==> config.mk <==
export PLATFORM = sky130hd
export DESIGN_NAME = lenet_weight_loader
export DESIGN_NICKNAME = d
export VERILOG_FILES = /design/src/rtl/lenet_weight_loader.sv
export SDC_FILE = /design/constraint.sdc
export NUM_CORES = 1
export LEC_CHECK = 0
export CAP_MARGIN = 20
export CORE_MARGIN = 2
export CORE_UTILIZATION = 30
export CTS_BUF_LIST = sky130_fd_sc_hd__clkbuf_8
export CTS_CLUSTER_SIZE = 24
export DETAILED_ROUTE_END_ITERATION = 6
export PLACE_DENSITY = 0.64
export SLEW_MARGIN = 40
export SYNTH_ARGS = -nofsm -noshare
export SYNTH_HDL_FRONTEND = slang
export SYNTH_SLANG_ARGS = --single-unit
==> constraint.sdc <==
create_clock -name clk_i -period 4.9 [get_ports clk_i]
set_input_delay 0.735 -clock clk_i [delete_from_list [all_inputs] [get_ports clk_i]]
set_output_delay 0.735 -clock clk_i [all_outputs]
set_load 0.005 [all_outputs]
==> src/rtl/lenet_weight_loader.sv <==
// Streams one layer's packed weight/bias block from weight memory into the core's
// weight buffer and bias registers, then pulses weight_loaded_o.
module lenet_weight_loader #(
    parameter int unsigned MEM_AW          = 16,
    parameter int unsigned WBUF_AW         = 10,
    parameter int unsigned MAX_OUTSTANDING = 4
) (
    input  logic               clk_i,
    input  logic               rst_async_n_i,
    input  logic               req_load_weight_i,
    input  logic [3:0]         layer_id_i,
    output logic               weight_loaded_o,
    output logic               err_o,
    output logic               mem_req_o,
    output logic [MEM_AW-1:0]  mem_addr_o,
    input  logic               mem_gnt_i,
    input  logic               mem_rvalid_i,
    input  logic [31:0]        mem_rdata_i,
    output logic               wbuf_we_o,
    output logic [WBUF_AW-1:0] wbuf_addr_o,
    output logic [31:0]        wbuf_data_o,
    output logic               bias_we_o,
    output logic [2:0]         bias_idx_o,
    output logic [31:0]        bias_data_o
);

    localparam logic [7:0] MaxOut = 8'(MAX_OUTSTANDING);

    typedef enum logic [1:0] {StIdle, StFetch, StDone} state_e;

    state_e state_q, state_d;

    logic               req_q;
    logic               req_edge;
    logic [MEM_AW-1:0]  base_q;
    logic [7:0]         wcnt_q, total_q;
    logic [7:0]         issued_q, returned_q, outst_q;
    logic               err_q;
    logic               wbuf_we_q, bias_we_q;
    logic [WBUF_AW-1:0] wbuf_addr_q;
    logic [31:0]        wbuf_data_q, bias_data_q;
    logic [2:0]         bias_idx_q;

    logic               id_valid;
    logic [MEM_AW-1:0]  id_base;
    logic [7:0]         id_wcnt, id_total;
    logic               gnt_acc, rv_acc;

    assign req_edge = req_load_weight_i & ~req_q;
    assign gnt_acc  = mem_req_o & mem_gnt_i;
    // Returns with nothing outstanding (protocol error or aborted load) are dropped.
    assign rv_acc   = (state_q == StFetch) & mem_rvalid_i & (outst_q != 8'd0);

    always_comb begin
        id_valid = 1'b1;
        id_base  = '0;
        id_wcnt  = 8'd225;
        id_total = 8'd231;
        case (layer_id_i)
            4'd1: begin
                id_wcnt  = 8'd38;
                id_total = 8'd44;
            end
            4'd2:    id_base = MEM_AW'(44);
            4'd3:    id_base = MEM_AW'(275);
            4'd4:    id_base = MEM_AW'(506);
            default: id_valid = 1'b0;
        endcase
    end

    always_ff @(posedge clk_i or negedge rst_async_n_i) begin
        if (!rst_async_n_i) begin
            state_q <= StIdle;
        end else begin
            state_q <= state_d;
        end
    end

    always_comb begin
        state_d = state_q;
        unique case (state_q)
            StIdle:  if (req_edge) state_d = id_valid ? StFetch : StDone;
            StFetch: if (returned_q == total_q) state_d = StDone;
            StDone:  state_d = StIdle;
            default: state_d = StIdle;
        endcase
    end

    always_comb begin
        mem_req_o       = (state_q == StFetch) && (issued_q < total_q) && (outst_q < MaxOut);
        mem_addr_o      = base_q + MEM_AW'(issued_q);
        weight_loaded_o = (state_q == StDone);
        err_o           = err_q;
        wbuf_we_o       = wbuf_we_q;
        wbuf_addr_o     = wbuf_addr_q;
        wbuf_data_o     = wbuf_data_q;
        bias_we_o       = bias_we_q;
        bias_idx_o      = bias_idx_q;
        bias_data_o     = bias_data_q;
    end

    always_ff @(posedge clk_i or negedge rst_async_n_i) begin
        if (!rst_async_n_i) begin
            req_q       <= 1'b0;
            base_q      <= '0;
            wcnt_q      <= '0;
            total_q     <= '0;
            issued_q    <= '0;
            returned_q  <= '0;
            outst_q     <= '0;
            err_q       <= 1'b0;
            wbuf_we_q   <= 1'b0;
            wbuf_addr_q <= '0;
            wbuf_data_q <= '0;
            bias_we_q   <= 1'b0;
            bias_idx_q  <= '0;
            bias_data_q <= '0;
        end else begin
            req_q     <= req_load_weight_i;
            wbuf_we_q <= 1'b0;
            bias_we_q <= 1'b0;
            if (state_q == StIdle && req_edge) begin
                if (id_valid) begin
                    base_q     <= id_base;
                    wcnt_q     <= id_wcnt;
                    total_q    <= id_total;
                    issued_q   <= '0;
                    returned_q <= '0;
                    outst_q    <= '0;
                    err_q      <= 1'b0;
                end else begin
                    err_q <= 1'b1;
                end
            end
            if (state_q == StFetch) begin
                issued_q <= issued_q + {7'd0, gnt_acc};
                outst_q  <= outst_q + {7'd0, gnt_acc} - {7'd0, rv_acc};
                if (rv_acc) begin
                    returned_q <= returned_q + 8'd1;
                    if (returned_q < wcnt_q) begin
                        wbuf_we_q   <= 1'b1;
                        wbuf_addr_q <= WBUF_AW'(returned_q);
                        wbuf_data_q <= mem_rdata_i;
                    end else begin
                        bias_we_q   <= 1'b1;
                        bias_idx_q  <= 3'(returned_q - wcnt_q);
                        bias_data_q <= mem_rdata_i;
                    end
                end
            end
        end
    end

endmodule

* After elaboration in Yosys (flattened, before gate mapping) *
Cells that the tools add are included.

storage, ports and cells
  register bits = 137
  input bits = 41
  output and inout bits = 98
  logic and storage cells = 75

operators by class
  add/sub/neg operators = 6
  order comparisons = 3
  equality and inequality tests = 9
  muxes and demuxes = 23
  bitwise logic cells = 6
  reductions and logical operators = 13

operator list
  cell                                                 number
  2-to-1 mux 8 bit                                     10
  case mux 9 bit (3 select lines)                      1
  adder 16 x 8 -> 16 bit                               1
  adder 8 x 1 -> 8 bit                                 2
  < comparator 8 bit                                   2
  adder 8 x 1 -> 8 bit (second input constant)         1
  == test 4 x 2 -> 1 bit (second input constant)       2
  == test 8 bit                                        1
  < comparator 8 x 3 -> 1 bit (second input constant)  1
  2-to-1 mux 1 bit                                     8
  nonzero test 8 bit                                   1
  subtractor 8 x 1 -> 8 bit                            1
  2-to-1 mux 2 bit                                     3
  AND reduction 2 bit                                  3
  AND reduction 3 bit                                  2
  bitwise AND 1 bit                                    4
  == test 4 x 1 -> 1 bit (second input constant)       1
  == test 4 x 3 -> 1 bit (second input constant)       1
  inequality test 2 bit (second input constant)        2
  case mux 2 bit (2 select lines)                      1
  nonzero test 2 bit                                   2
  OR reduction 4 bit                                   1
  logical AND 1 bit                                    3
  subtractor 3 bit                                     1
  other kinds (4)                                      5

* Longest topological paths before layout *
  word-level depth = 7
  mapped depth = 14
  gate-level depth less buffers = 14

* Worst setup path before layout *
Ideal clock, no wire load.

  path kind = register to register
  start point = register, netlist name wcnt_q[6]
  end point = register outst_q[6]
  setup time = 0.135 ns
  arrival = 3.111 ns
  data required time = 4.765 ns
  path slack = 1.653 ns
  stages on the path, launching flop included = 14
  buffers on the path = 0
  period minus slack after synthesis = 3.247 ns
  cell sequence = dfrtp_1 > inv_1 > ha_1 > a21o_1 > a2111oi_0 > o211ai_1 > ha_1 > inv_1 > ha_1 > fa_1 > a21oi_1 > o221ai_1 > xnor2_1 > o21ai_0

RTL lines
  element               line  source
  end signal, assigned  137   outst_q <= outst_q + {7'd0, gnt_acc} - {7'd0, rv_acc};
  end, declared         37    logic [7:0] issued_q, returned_q, outst_q;

==> results.md <==
- Outcome: finished clean
- Post-synth top area share: approximately half
- Largest net degree at the start of global routing: 82
- Critical Path AT: 2.93 ns
- CTS root buffer: clkbuf_8
- GR Util All Layers: between 10% and 20%
- CP required: roughly 4.2 ns
- Unrepaired setup endpoints after global routing: false
- GP Congestion: ~0.8
- #FFs+latches synth: 113
- Slew Viols, Final: 0
- Via count: about 4200
- CTS buffer count: 17
- Detail-routed via count per cell: between 4 and 5
- Synth cell count leaders: dfrtp_1, mux2_2, ha_1
- Die area: roughly 20000 um2
- Die width: about 140 um
- Final period utilization: roughly three quarters
- Synth top area cells: dfrtp_1, mux2_2, ha_1, inv_1, xnor2_1
- Detailed Route WL: approximately 14000 um
- Clock Skews: about 0.012 ns
- Synth async-reset ratio: 100%
- Post-CTS Hold Buffers: 0
- Number of global-route vias before repair: around 4300
- Leakage: ~3.5 nW
- Layout cells sized above 1: just under 20%
- Hold Crit Class: primary input to async pin
- Clk_lat worst skew: ~0.43 ns
- CTS Sinks: approximately 110
- Sequential area share after synthesis: between 40 and 50%
- First-pass GRT wire length: around 22000 um
- Post-synth EDFFs: 0
- WS Path Type: register to primary output
- Fmax: roughly 0.27 GHz
- Core area: between 15000 and 20000 um2
- Critical Path Fanout Max: 7
- Dominant cell type by area after synthesis: dfrtp_1
- Final hold slack: 0.343 ns
- Nets@finish: between 600 and 700
- Die height: 142 um
- Final Util: 40.8%
- CTS tree: done
- Mapped Area: approximately 5700 um2
- Max incr delay on CP: roughly 0.66 ns
- Post-DP HPWL: 10100 um
- Port bufs: 130
- Synth Flop Type: dfrtp_1
- Worst Tran Pin Value: 0.778 ns
- Initial antenna violation count: 0
- Fin crit period: 3.67 ns
- Final hold vios: 0
- Ports: around 140
- Fin Setup TNS: 0 ns
- Most numerous cell in the Yosys netlist: dfrtp_1
- ANT nets after route: 0
- Reg clk slew, reported paths: around 0.070 ns
- P per Cell Area: roughly 460 nW/um2
- Clk buf depth: 2
- Initial Utilization: between 30% and 40%
- Cells after synthesis: approximately 480
- Area Growth Syn to Fin: 34.1%
- Post-CTS setup buffer count: 0
- Htree depth: 4
- Crit path cell chain: inv_1, ha_1, a21o_1, a2111oi_1, o21a_1, clkdlybuf4s50_1
- DR pass1 iterations: 5
- Cell area after placement: around 7200 um2
- Crit start category: register
- Post-CTS Resized: 0
- Avg WL per Cell: 15.9 um
- Final instance area: around 7600 um2
- Synth Area per Inst: between 10 and 15 um2
- Iteration-0 DRC Markers: roughly 210
- Slowest CP cell: a2111oi_1
- Ys Warns: 0
- Peak supply drop: 0.132 mV
- Drt drc: 0
- Setup Viol. Count Final: 0
- # diodes: 0
- Max cap viols: 0
- Slew headroom: around 47%
- Grt total ovfl: 0
- Cell Rows: 50
- Netlist cell types: 63
- Critical Path End Type: primary output
## flip-flops by register name, indices dropped and copies added, names as in the netlist, 2 cells and up
name / flops
wbuf_addr_o: 8
wcnt_q: 3
wbuf_data_o: 32
bias_data_o: 32
issued_q: 8
outst_q: 8
state_q: 2
bias_idx_o: 3
returned_q: 8
base_q: 5
## final timing paths
kind	slack [ns]	endpoint	depth (start not counted)	start
max	1.23	mem_req_o	6	wcnt_q[6]$_DFFE_PN0P_
max reg2reg	1.28	outst_q[6]$_DFFE_PN0P_	13	wcnt_q[6]$_DFFE_PN0P_
min	0.34	bias_data_o[25]$_DFFE_PN0P_	1	rst_async_n_i
max in group asynchronous	3.63	state_q[0]$_DFFE_PN0P_	2	rst_async_n_i
min reg2reg	0.51	wbuf_data_o[3]$_DFFE_PN0P_	1	wbuf_data_o[3]$_DFFE_PN0P_
min in group clk_i	0.51	wbuf_data_o[3]$_DFFE_PN0P_	1	wbuf_data_o[3]$_DFFE_PN0P_
## cells in the final DEF, fill, tap and decap left out, drive strengths merged, types with 3 or more instances in the layout
| cell | netlist | routed |
|---|---|---|
| nor2 | 14 | 14 |
| o211ai | 8 | 8 |
| xor2 | 4 | 4 |
| nand2b | 4 | 4 |
| mux2i | 3 | 3 |
| buf | 20 | 6 |
| fa | 3 | 3 |
| o31ai | 5 | 5 |
| clkbuf | 7 | 20 |
| mux2 | 73 | 73 |
| nand2 | 20 | 20 |
| a21oi | 19 | 19 |
| or4b | 3 | 3 |
| xnor2 | 12 | 12 |
| nor2b | 3 | 3 |
| nor3 | 6 | 6 |
| ha | 36 | 36 |
| conb | 1 | 8 |
| o21a | 5 | 5 |
| clkinvlp | 0 | 6 |
| clkinv | 0 | 3 |
| a31oi | 4 | 4 |
| clkdlybuf4s50 | 0 | 129 |
| o21ai | 15 | 15 |
| inv | 30 | 31 |
| nand3 | 14 | 14 |
| a21o | 8 | 8 |
| nand4 | 6 | 6 |
| dfrtp | 113 | 113 |
| and3 | 6 | 6 |
## worst max-delay path: cells and delay by family, from the launching register on
kind,cells,cell delay (ns)
compound gates,3,1.07
buf+inv,2,0.73
flops,1,0.43
fa+ha+maj,1,0.27
## cell families (layout without fill, tap and decap cells)
kind of cell    count (synthesis)  count (layout)  synth area share [%]
flops                         113             113                  49.8
xor+xnor                       16              16                  2.47
other cells                     1               8                0.0660
simple gates                   88              88                  8.35
mux                            76              76                  15.0
compound gates                 87              87                  10.6
buf+inv                        57             197                  4.76
fa+ha+maj                      39              39                  8.99
## through the flow
stage          std cells  total power [W]  setup slack (ns)
5_1_grt              858          0.00378              1.05
3_5_place_dp         826          0.00268              1.16
2_1_floorplan        484          0.00203              1.65
4_1_cts              858          0.00358              1.08
6_report             858          0.00353              1.23
3_3_place_gp         825          0.00262              1.37
## power breakdown
| group | internal [W] | switching (W) | leakage (nW) |
|---|---|---|---|
| clock | 0.000492 | 0.000389 | 0.189 |
| combinational | 0.000754 | 0.000599 | 1.83 |
| sequential | 0.00115 | 0.000150 | 1.45 |
| total | 0.00239 | 0.00114 | 3.47 |
## metal layers
layer  up-vias  track usage (%)  share of wire [%]
li1       1973                -                  -
met1      2057             17.7                 44
met2       166             23.1                 48
met3        22             4.08                6.8
met4         0             5.21                1.5
met5         -                0                  0
## area by class of cell
cell class              count  area (um2)
well taps                 234         293
clock buffers              20         275
multi-input cells         314        2630
repair buffers            135        1350
clock inverters            12         133
flip-flops and latches    113        2830
inverters                  30         113
fillers                  1731       11000
No activity file was read; power rests on OpenSTA's default activity.
